File: config.mk
export PLATFORM = sky130hd
export DESIGN_NAME = hdmi_audio_fifo
export DESIGN_NICKNAME = d
export VERILOG_FILES = /design/src/rtl/hdmi_audio_fifo.sv
export SDC_FILE = /design/constraint.sdc
export NUM_CORES = 1
export LEC_CHECK = 0
export BUFFER_PORTS_ARGS = -buffer_cell sky130_fd_sc_hd__buf_2
export CAP_MARGIN = 20
export CORE_ASPECT_RATIO = 0.9
export CORE_UTILIZATION = 64
export CTS_CLUSTER_SIZE = 24
export DETAILED_ROUTE_END_ITERATION = 8
export GPL_ROUTABILITY_DRIVEN = 1
export PLACE_DENSITY = 0.82
export SLEW_MARGIN = 10
export SYNTH_ARGS = -nofsm -noshare
export SYNTH_HDL_FRONTEND = slang
export SYNTH_SLANG_ARGS = --single-unit
File: constraint.sdc
create_clock -name clk -period 8.65 [get_ports clk]
set_input_delay 0 -clock clk [delete_from_list [all_inputs] [get_ports clk]]
set_output_delay 0 -clock clk [all_outputs]
set_load 0.05 [all_outputs]
File: src/rtl/hdmi_audio_fifo.sv
// hdmi_audio_fifo: stereo PCM circular buffer feeding the HDMI stage, one pair per strobe.
module hdmi_audio_fifo #(
  parameter int DEPTH_LOG2 = 4,
  parameter UNDERFLOW_MODE = "HOLD"
) (
  input  logic                  clk,
  input  logic                  rst,
  input  logic                  flush,
  input  logic [15:0]           in_left,
  input  logic [15:0]           in_right,
  input  logic                  in_valid,
  output logic                  in_ready,
  input  logic                  audio_sample_strobe,
  output logic [15:0]           audio_sample_left,
  output logic [15:0]           audio_sample_right,
  output logic [DEPTH_LOG2:0]   level,
  output logic                  underflow,
  output logic [15:0]           underflow_count
);
  localparam int DEPTH = 1 << DEPTH_LOG2;
  localparam logic [DEPTH_LOG2-1:0] PTR_ONE = DEPTH_LOG2'(1);
  localparam logic [DEPTH_LOG2:0] LVL_ONE = (DEPTH_LOG2 + 1)'(1);
  localparam logic [DEPTH_LOG2:0] LVL_FULL = (DEPTH_LOG2 + 1)'(DEPTH);
  localparam bit ZERO_FILL = (UNDERFLOW_MODE == "ZERO");
  logic [31:0] mem_q [DEPTH];
  logic [DEPTH_LOG2-1:0] wr_q, wr_d, rd_q, rd_d;
  logic [DEPTH_LOG2:0] level_q, level_d;
  logic [31:0] out_q, out_d;
  logic uf_q, uf_d;
  logic [15:0] cnt_q, cnt_d;
  logic push, pop, empty;
  // Ready is held low during reset and flush so nothing is accepted into state being cleared.
  assign empty = level_q == '0;
  assign in_ready = !rst && !flush && level_q != LVL_FULL;
  assign push = in_valid && in_ready;
  assign pop = audio_sample_strobe && !empty;
  always_comb begin
    wr_d = flush ? '0 : push ? wr_q + PTR_ONE : wr_q;
    rd_d = flush ? '0 : pop ? rd_q + PTR_ONE : rd_q;
    level_d = flush ? '0 : (push && !pop) ? level_q + LVL_ONE : (pop && !push) ? level_q - LVL_ONE : level_q;
    uf_d = !flush && audio_sample_strobe && empty;
    cnt_d = (uf_d && cnt_q != 16'hFFFF) ? cnt_q + 16'd1 : cnt_q;
    out_d = flush ? '0 : pop ? mem_q[rd_q] : (uf_d && ZERO_FILL) ? '0 : out_q;
  end
  always_ff @(posedge clk or posedge rst) begin
    if (rst) begin
      wr_q <= '0;
      rd_q <= '0;
      level_q <= '0;
      out_q <= '0;
      uf_q <= 1'b0;
      cnt_q <= '0;
    end else begin
      wr_q <= wr_d;
      rd_q <= rd_d;
      level_q <= level_d;
      out_q <= out_d;
      uf_q <= uf_d;
      cnt_q <= cnt_d;
    end
  end
  always_ff @(posedge clk)
    if (push) mem_q[wr_q] <= {in_left, in_right};
  assign audio_sample_left = out_q[31:16];
  assign audio_sample_right = out_q[15:0];
  assign level = level_q;
  assign underflow = uf_q;
  assign underflow_count = cnt_q;
endmodule

==> results of run 1 <==
[worst paths after layout]
| kind | from | end | cells past startpoint |
|---|---|---|---|
| setup / recovery | rd_q[0] | out_q[21] | 4 |
| hold / removal | in_valid | level[4] | 5 |
| setup reg to reg | rd_q[0] | out_q[21] | 4 |
| hold reg to reg | underflow_count[14] | underflow_count[14] | 1 |
| max in group asynchronous | rst | rd_q[1] | 4 |
| min in group asynchronous | rst | out_q[4] | 3 |
[cells by family (layout without fill, tap and decap cells)]
group	count (synthesis)	in the layout	share of synthesized area, %
flip-flops	574	574	75.80
multiplexers	199	199	16.29
AND/OR/NAND/NOR	118	118	2.852
buffers and inverters	58	253	1.210
AO/OA/AOI/OAI	57	57	2.326
XOR/XNOR	22	22	0.8629
adder cells (fa/ha/maj)	11	11	0.6500
[layer usage]
metal | routed length, µm | GRT usage [%] | up-vias
met2 | 24230 | 46.85 | 538
li1 | - | - | 4616
met3 | 3655 | 4.834 | 97
met1 | 18870 | 38.06 | 5793
met4 | 1251 | 8.846 | 0
met5 | 0 | 0 | -
[cell usage after synthesis, drive strengths merged, types with 4 or more instances]
cell type	n
and4	5
xnor2	4
nand4	5
and2	12
a221o	32
a211oi	4
clkbuf	15
xor2	18
mux2	36
ha	10
nand2	10
nor2	47
nand3	8
nor3b	5
o211ai	4
inv	5
a21oi	5
nor3	9
mux4	128
mux2i	35
dfrtp	62
edfxtp	512
buf	38
[placed cells by master (no fill, tap or decap), types with 3 or more instances in the layout]
cell type	netlist	layout
a211oi_1	4	4
a21oi_1	3	3
a221o_1	32	32
and2_2	0	12
and3_1	3	3
and4_2	0	3
buf_12	0	5
buf_2	21	91
buf_4	7	16
bufinv_16	0	3
clkbuf_1	15	16
clkbuf_16	0	55
clkbuf_8	0	12
clkinv_2	0	9
dfrtp_1	62	59
dfrtp_4	0	3
dlygate4sd3_1	0	35
edfxtp_1	512	512
ha_1	10	10
inv_1	5	4
mux2_2	35	35
mux2i_1	35	35
mux4_2	128	128
nand2_1	10	10
nand2b_1	3	3
nand3_1	8	8
nand4_1	5	5
nor2_1	47	46
nor2b_1	3	3
nor3_1	9	9
nor3b_1	5	4
o211ai_1	3	3
xnor2_1	4	4
xor2_1	18	18
[registers in the layout (all words and copies together), names as in the netlist]
name,count
underflow,1
underflow_count,16
level,5
out_q,32
rd_q,4
wr_q,4
mem_q,512
[critical path: cells and delay by family (launching register included)]
kind,cells,cell delay [ps]
buffers and inverters,1,930
muxes,2,900
DFF,1,1050
AOI/OAI and AO/OA,1,330
[cell type report]
| type | count | area [µm²] | share of cell area (%) |
|---|---|---|---|
| clock buffers | 83 | 1602 | 6.270 |
| clock inverters | 17 | 172.7 | 0.6760 |
| flip-flops and latches | 574 | 16940 | 66.31 |
| multi-input cells | 407 | 5180 | 20.28 |
| repair buffers | 148 | 1054 | 4.125 |
| inverters | 5 | 18.77 | 0.07348 |
| well taps | 462 | 578.1 | 2.263 |
[through the flow]
| step | total power [mW] | utilization [%] |
|---|---|---|
| final | 6.832 | 74.70 |
| after global routing | 7.059 | 74.70 |
| after CTS | 6.861 | 74.33 |
| after detailed placement | 4.509 | 68.11 |
| after global placement | 4.478 | 68.11 |
| after floorplan | 4.224 | - |
[where the power goes]
| group | switching (mW) | internal [mW] | leakage [nW] |
|---|---|---|---|
| Combinational | 0.672 | 0.524 | 2.25 |
| Clock | 0.993 | 1.36 | 0.875 |
| Sequential | 0.180 | 3.10 | 5.44 |
| Total | 1.84 | 4.99 | 8.56 |
[repair_timing]
item	in CTS	in global routing
buffers inserted	0	0
hold buffers	35	0
hold endpoints to repair	552	0
==> results.cfg, run 1 <==
[status]
status = complete, no violations

[sta]
whs_ps = 46.72
setup_viol_count_final = 0
hold_viol_final = 0
timing.final.crit_share_pct = 39.21
fin_crit_ps = 3392
report.final.slew_viol_count = 0
tns_ps = 0
fmax_mhz = 294.8
fin_worst_skew_ps = 16.62
slew-limit-headroom_pct = 24.81
fin_ws_ps = 5258
worst_slew_pin_slew_ps = 1128
rsz0062_at_grt = no

[die]
io_pins = 92
die_area_mm2 = 0.03564
dieHeight_um = 179.2
rows = 64
core-area_mm2 = 0.03419
die_w_um = 198.9
initial_core_util_pct = 65.30

[cells_and_area]
layout.cells.non_filler = 1696
n_antenna_cell = 0
drive_above_1_share_pct = 31.44
area_growth_syn_to_layout_pct = 14.39
postLayoutCellArea_mm2 = 0.02554
num-nets-final = 1238
nFillCells = 1850

[yosys]
synth_area_leaders = edfxtp_1, mux4_2, dfrtp_1, mux2_2, mux2i_1
synth_fp_nets = 1087
synth_cell_types = 48
synth_warnings = 0
ys.flop_type = edfxtp_1
synth_largest_area_cell = edfxtp_1
synth.yosys.seq_area_share_pct = 75.80
synthArstFlopShare_pct = 10.80
syn_avg_cell_area_um2 = 21.49
synth_seq_cells = 574
syn-cell-area_mm2 = 0.02233
synth_edf_count = 512
synth_top_area_share_pct = 68.86
synthCells = 1039

[cts]
clock_latency_ps = 580
htree_num_levels = 2
cts_root_buf = clkbuf_16
ctsResizeCount = 0
cts_made_buffers = 54
path_clk_slew_ps = 60
clock-sinks = 574
clk_path_buf_depth = 3
cts_tree = built

[worst_setup_path]
crit_chain = buf_4, mux4_2, mux2_2, a221o_1
worstSetupEndpointType = register
cp_slowest_cell = dfrtp_4
crit_path_start_kind = register
arrival_ps = 3850
crit_fanout = 52
r2r_slack_ps = 5260
worst-setup-path-type = reg2reg
cp_data_required_time_ps = 9100
cpPeakStageDelay_ps = 1050

[place]
dpl_worst_slack_ps = 5208
placed_area_mm2 = 0.02329
place_hpwl_um = 22020
dp.cells = 1555
numPortBuffers = 91
gp_congestion = 0.7385

[global_route]
grt_start_max_net_pins = 70
grt.total_usage_pct = 27.96
antenna_found_initial = 0
grt_pass1_vias = 11190
grt_pass1_wl_um = 70150
overflow = 0

[route]
drc = 0
vias = 11040
wl_per_cell_um = 28.30
dr.pass1.iters = 5
first_iter_violations = 1265
ant_nets = 0
avgViaCountPerCell = 6.512
routed_wl_um = 48000

[run]
cap_violations = 0

[power]
ir_drop_mv = 0.1951
p_leak_nw = 8.562
power_density_mw_per_mm2 = 267.5

[worst_hold_path]
hp-class = in2reg
(Power assumes the default switching activity.)
==> run 2, diff against run 1 <==
--- a/config.mk
+++ b/config.mk
@@ -8,11 +8,11 @@
 export BUFFER_PORTS_ARGS = -buffer_cell sky130_fd_sc_hd__buf_2
 export CAP_MARGIN = 20
 export CORE_ASPECT_RATIO = 0.9
-export CORE_UTILIZATION = 64
+export CORE_UTILIZATION = 61
 export CTS_CLUSTER_SIZE = 24
 export DETAILED_ROUTE_END_ITERATION = 8
 export GPL_ROUTABILITY_DRIVEN = 1
-export PLACE_DENSITY = 0.82
+export PLACE_DENSITY = 0.79
 export SLEW_MARGIN = 10
 export SYNTH_ARGS = -nofsm -noshare
 export SYNTH_HDL_FRONTEND = slang
==> constraint.sdc (replaced) <==
create_clock -name clk -period 3.35 [get_ports clk]
set_input_delay 0 -clock clk [delete_from_list [all_inputs] [get_ports clk]]
set_output_delay 0 -clock clk [all_outputs]
set_load 0.05 [all_outputs]
==> run 2 against run 1 <==
  * Global-route usage down 0.98 points
  * Sequential share of layout area down 1.2 points
  * Design area up 1.8%
  * Flip-flop and latch count is the same
  * Critical path depth increased by 4
  * Register-to-register slack got worse by 4800 ps
  * Clock skew increased by 1.3 ps
  * Fmax up 18%
  * Hold slack improved by 16 ps
  * Critical endpoint is now level[4]
  * Largest power group unchanged
==> results.cfg, run 2 (same netlist as run 1, synthesis figures left out) <==
[cts]
clk_path_buf_depth = 3
htree_num_levels = 2
ctsResizeCount = 0
cts_root_buf = clkbuf_16
cts_tree = built
clock_latency_ps = 590
cts_made_buffers = 55
clock-sinks = 574
path_clk_slew_ps = 60

[global_route]
grtUsageMet3_pct = 4.431
grt_pass1_vias = 11550
grt_pass1_wl_um = 72580
busiest_layer = met2
grt.total_usage_pct = 26.98
grt_start_max_net_pins = 46
antenna_found_initial = 0
use_met2_pct = 44.61
overflow = 0
grtUsageMet1_pct = 36.97

[sta]
report.final.slew_viol_count = 0
setup_viol_count_final = 0
worst_slew_pin_slew_ps = 961.4
fin_worst_skew_ps = 17.96
fin_crit_ps = 2872
tns_ps = 0
rsz0062_at_grt = no
slew-limit-headroom_pct = 35.91
fmax_mhz = 348.2
timing.final.crit_share_pct = 85.72
hold_viol_final = 0

[cells_and_area]
final_common_cell = edfxtp_1
n_antenna_cell = 0
multi_input_area_mm2 = 0.005180
num-nets-final = 1259
drive_above_1_share_pct = 32.27
mostFrequentLayoutCells = edfxtp_1, mux4_2, buf_2, dfrtp_1, clkbuf_16
largest_reg_flops = 512
top_register = mem_q
nFillCells = 1994
seq_area_mm2 = 0.01694
layout.cells.non_filler = 1731
area_growth_syn_to_layout_pct = 16.42

[place]
gp_congestion = 0.8038
dp.cells = 1593
place_hpwl_um = 26090
numPortBuffers = 91

[die]
die_w_um = 203.7
rows = 66
initial_core_util_pct = 61.88
die_area_mm2 = 0.03737
core-area_mm2 = 0.03609
io_pins = 92
dieHeight_um = 183.5

[route]
routed_wl_um = 48770
avgViaCountPerCell = 6.479
wl_per_cell_um = 28.17
vias = 11220
ant_nets = 0
first_iter_violations = 1258
drc = 0
dr.pass1.iters = 6

[worst_setup_path]
cp_slowest_cell = dfrtp_1
cpPeakStageDelay_ps = 520
critPathBufInv = 0
cp_data_required_time_ps = 3840
critPathTopFamily = compound AO/OA/AOI/OAI gates
crit_fanout = 12
crit_path_start_kind = register
worstSetupEndpointType = register
crit_chain = nor4_4, a21oi_2, nand2_1, fa_1, a21o_1, a2111oi_0, o21bai_1, a31oi_1
arrival_ps = 3360
worst-setup-path-type = reg2reg

[worst_hold_path]
hp-class = in2async

[power]
p_leak_nw = 8.755
ir_drop_mv = 0.4670
power_density_mw_per_mm2 = 702.4

[run]
cap_violations = 0

[status]
status = complete, no violations
[run 2: changes by cell type in the layout (fill, tap and decap cells not counted), sizes merged]
| cell | previous run | this run |
|---|---|---|
| buf | 113 | 132 |
| clkbuf | 83 | 66 |
| clkinv | 11 | 20 |
| bufinv | 3 | 11 |
| clkinvlp | 1 | 3 |
| dlygate4sd3 | 35 | 36 |
| inv | 7 | 6 |
[run 2: layer usage]
metal	wire length (µm)	share of wire, %
met3	3601	7.4
met5	0	0
met2	24730	51
met1	18860	39
met4	1575	3.2
[run 2: layout make-up]
| class | count | share of cell area [%] |
|---|---|---|
| sequential | 574 | 65.15 |
| multi-input combinational | 407 | 19.93 |
| timing repair buffer | 168 | 5.217 |
| clock inverter | 35 | 1.766 |
| clock buffer | 66 | 5.573 |
| tap | 476 | 2.291 |
| inverter | 5 | 0.07220 |
[run 2: worst register-to-register path, delay by kind of cell (launching register included)]
family | cells | cell delay [ps]
adders and majority gates | 1 | 500
DFF | 1 | 520
and+or+nand+nor | 2 | 430
AOI/OAI and AO/OA | 5 | 1340
[run 2: final timing paths]
kind                                      from                  end  slack, ps  cells after the start
min reg2reg                underflow_count[15]  underflow_count[15]        490                      1
max                                   level[0]             level[4]        480                      8
min in group clk                      in_valid             level[4]         70                      5
max in group asynchronous                  rst              wr_q[2]       2290                      5
max reg2reg                           level[0]             level[4]        480                      8
min                                        rst             level[1]         60                      3
[run 2: power breakdown]
part           total (mW)  switching, mW  internal, mW
sequential           8.36          0.355          8.01
combinational        3.35           1.88          1.47
clock                6.55           2.63          3.92
total                18.3           4.86          13.4
[run 2: stage by stage]
step / hold WS (ps) / utilization, % / total power, mW / setup WS, ps / instance area (µm²)
after floorplan: 98.87 / - / 10.91 / 167.3 / 22330
after global placement: 369.7 / 65.62 / 11.75 / 608.7 / 23680
after detailed placement: 133.1 / 65.68 / 11.81 / 532.6 / 23700
after CTS: 39.59 / 71.96 / 18.37 / 463.7 / 25970
after global routing: 67.13 / 72.04 / 18.85 / 211.0 / 26000
final: 62.70 / 72.04 / 18.26 / 478.2 / 26000
[run 2: what timing repair did]
| action | 4_1_cts | 5_1_grt |
|---|---|---|
| hold endpoints to repair | 566 | 0 |
| hold buffers | 36 | 0 |
| buffers inserted | 0 | 0 |
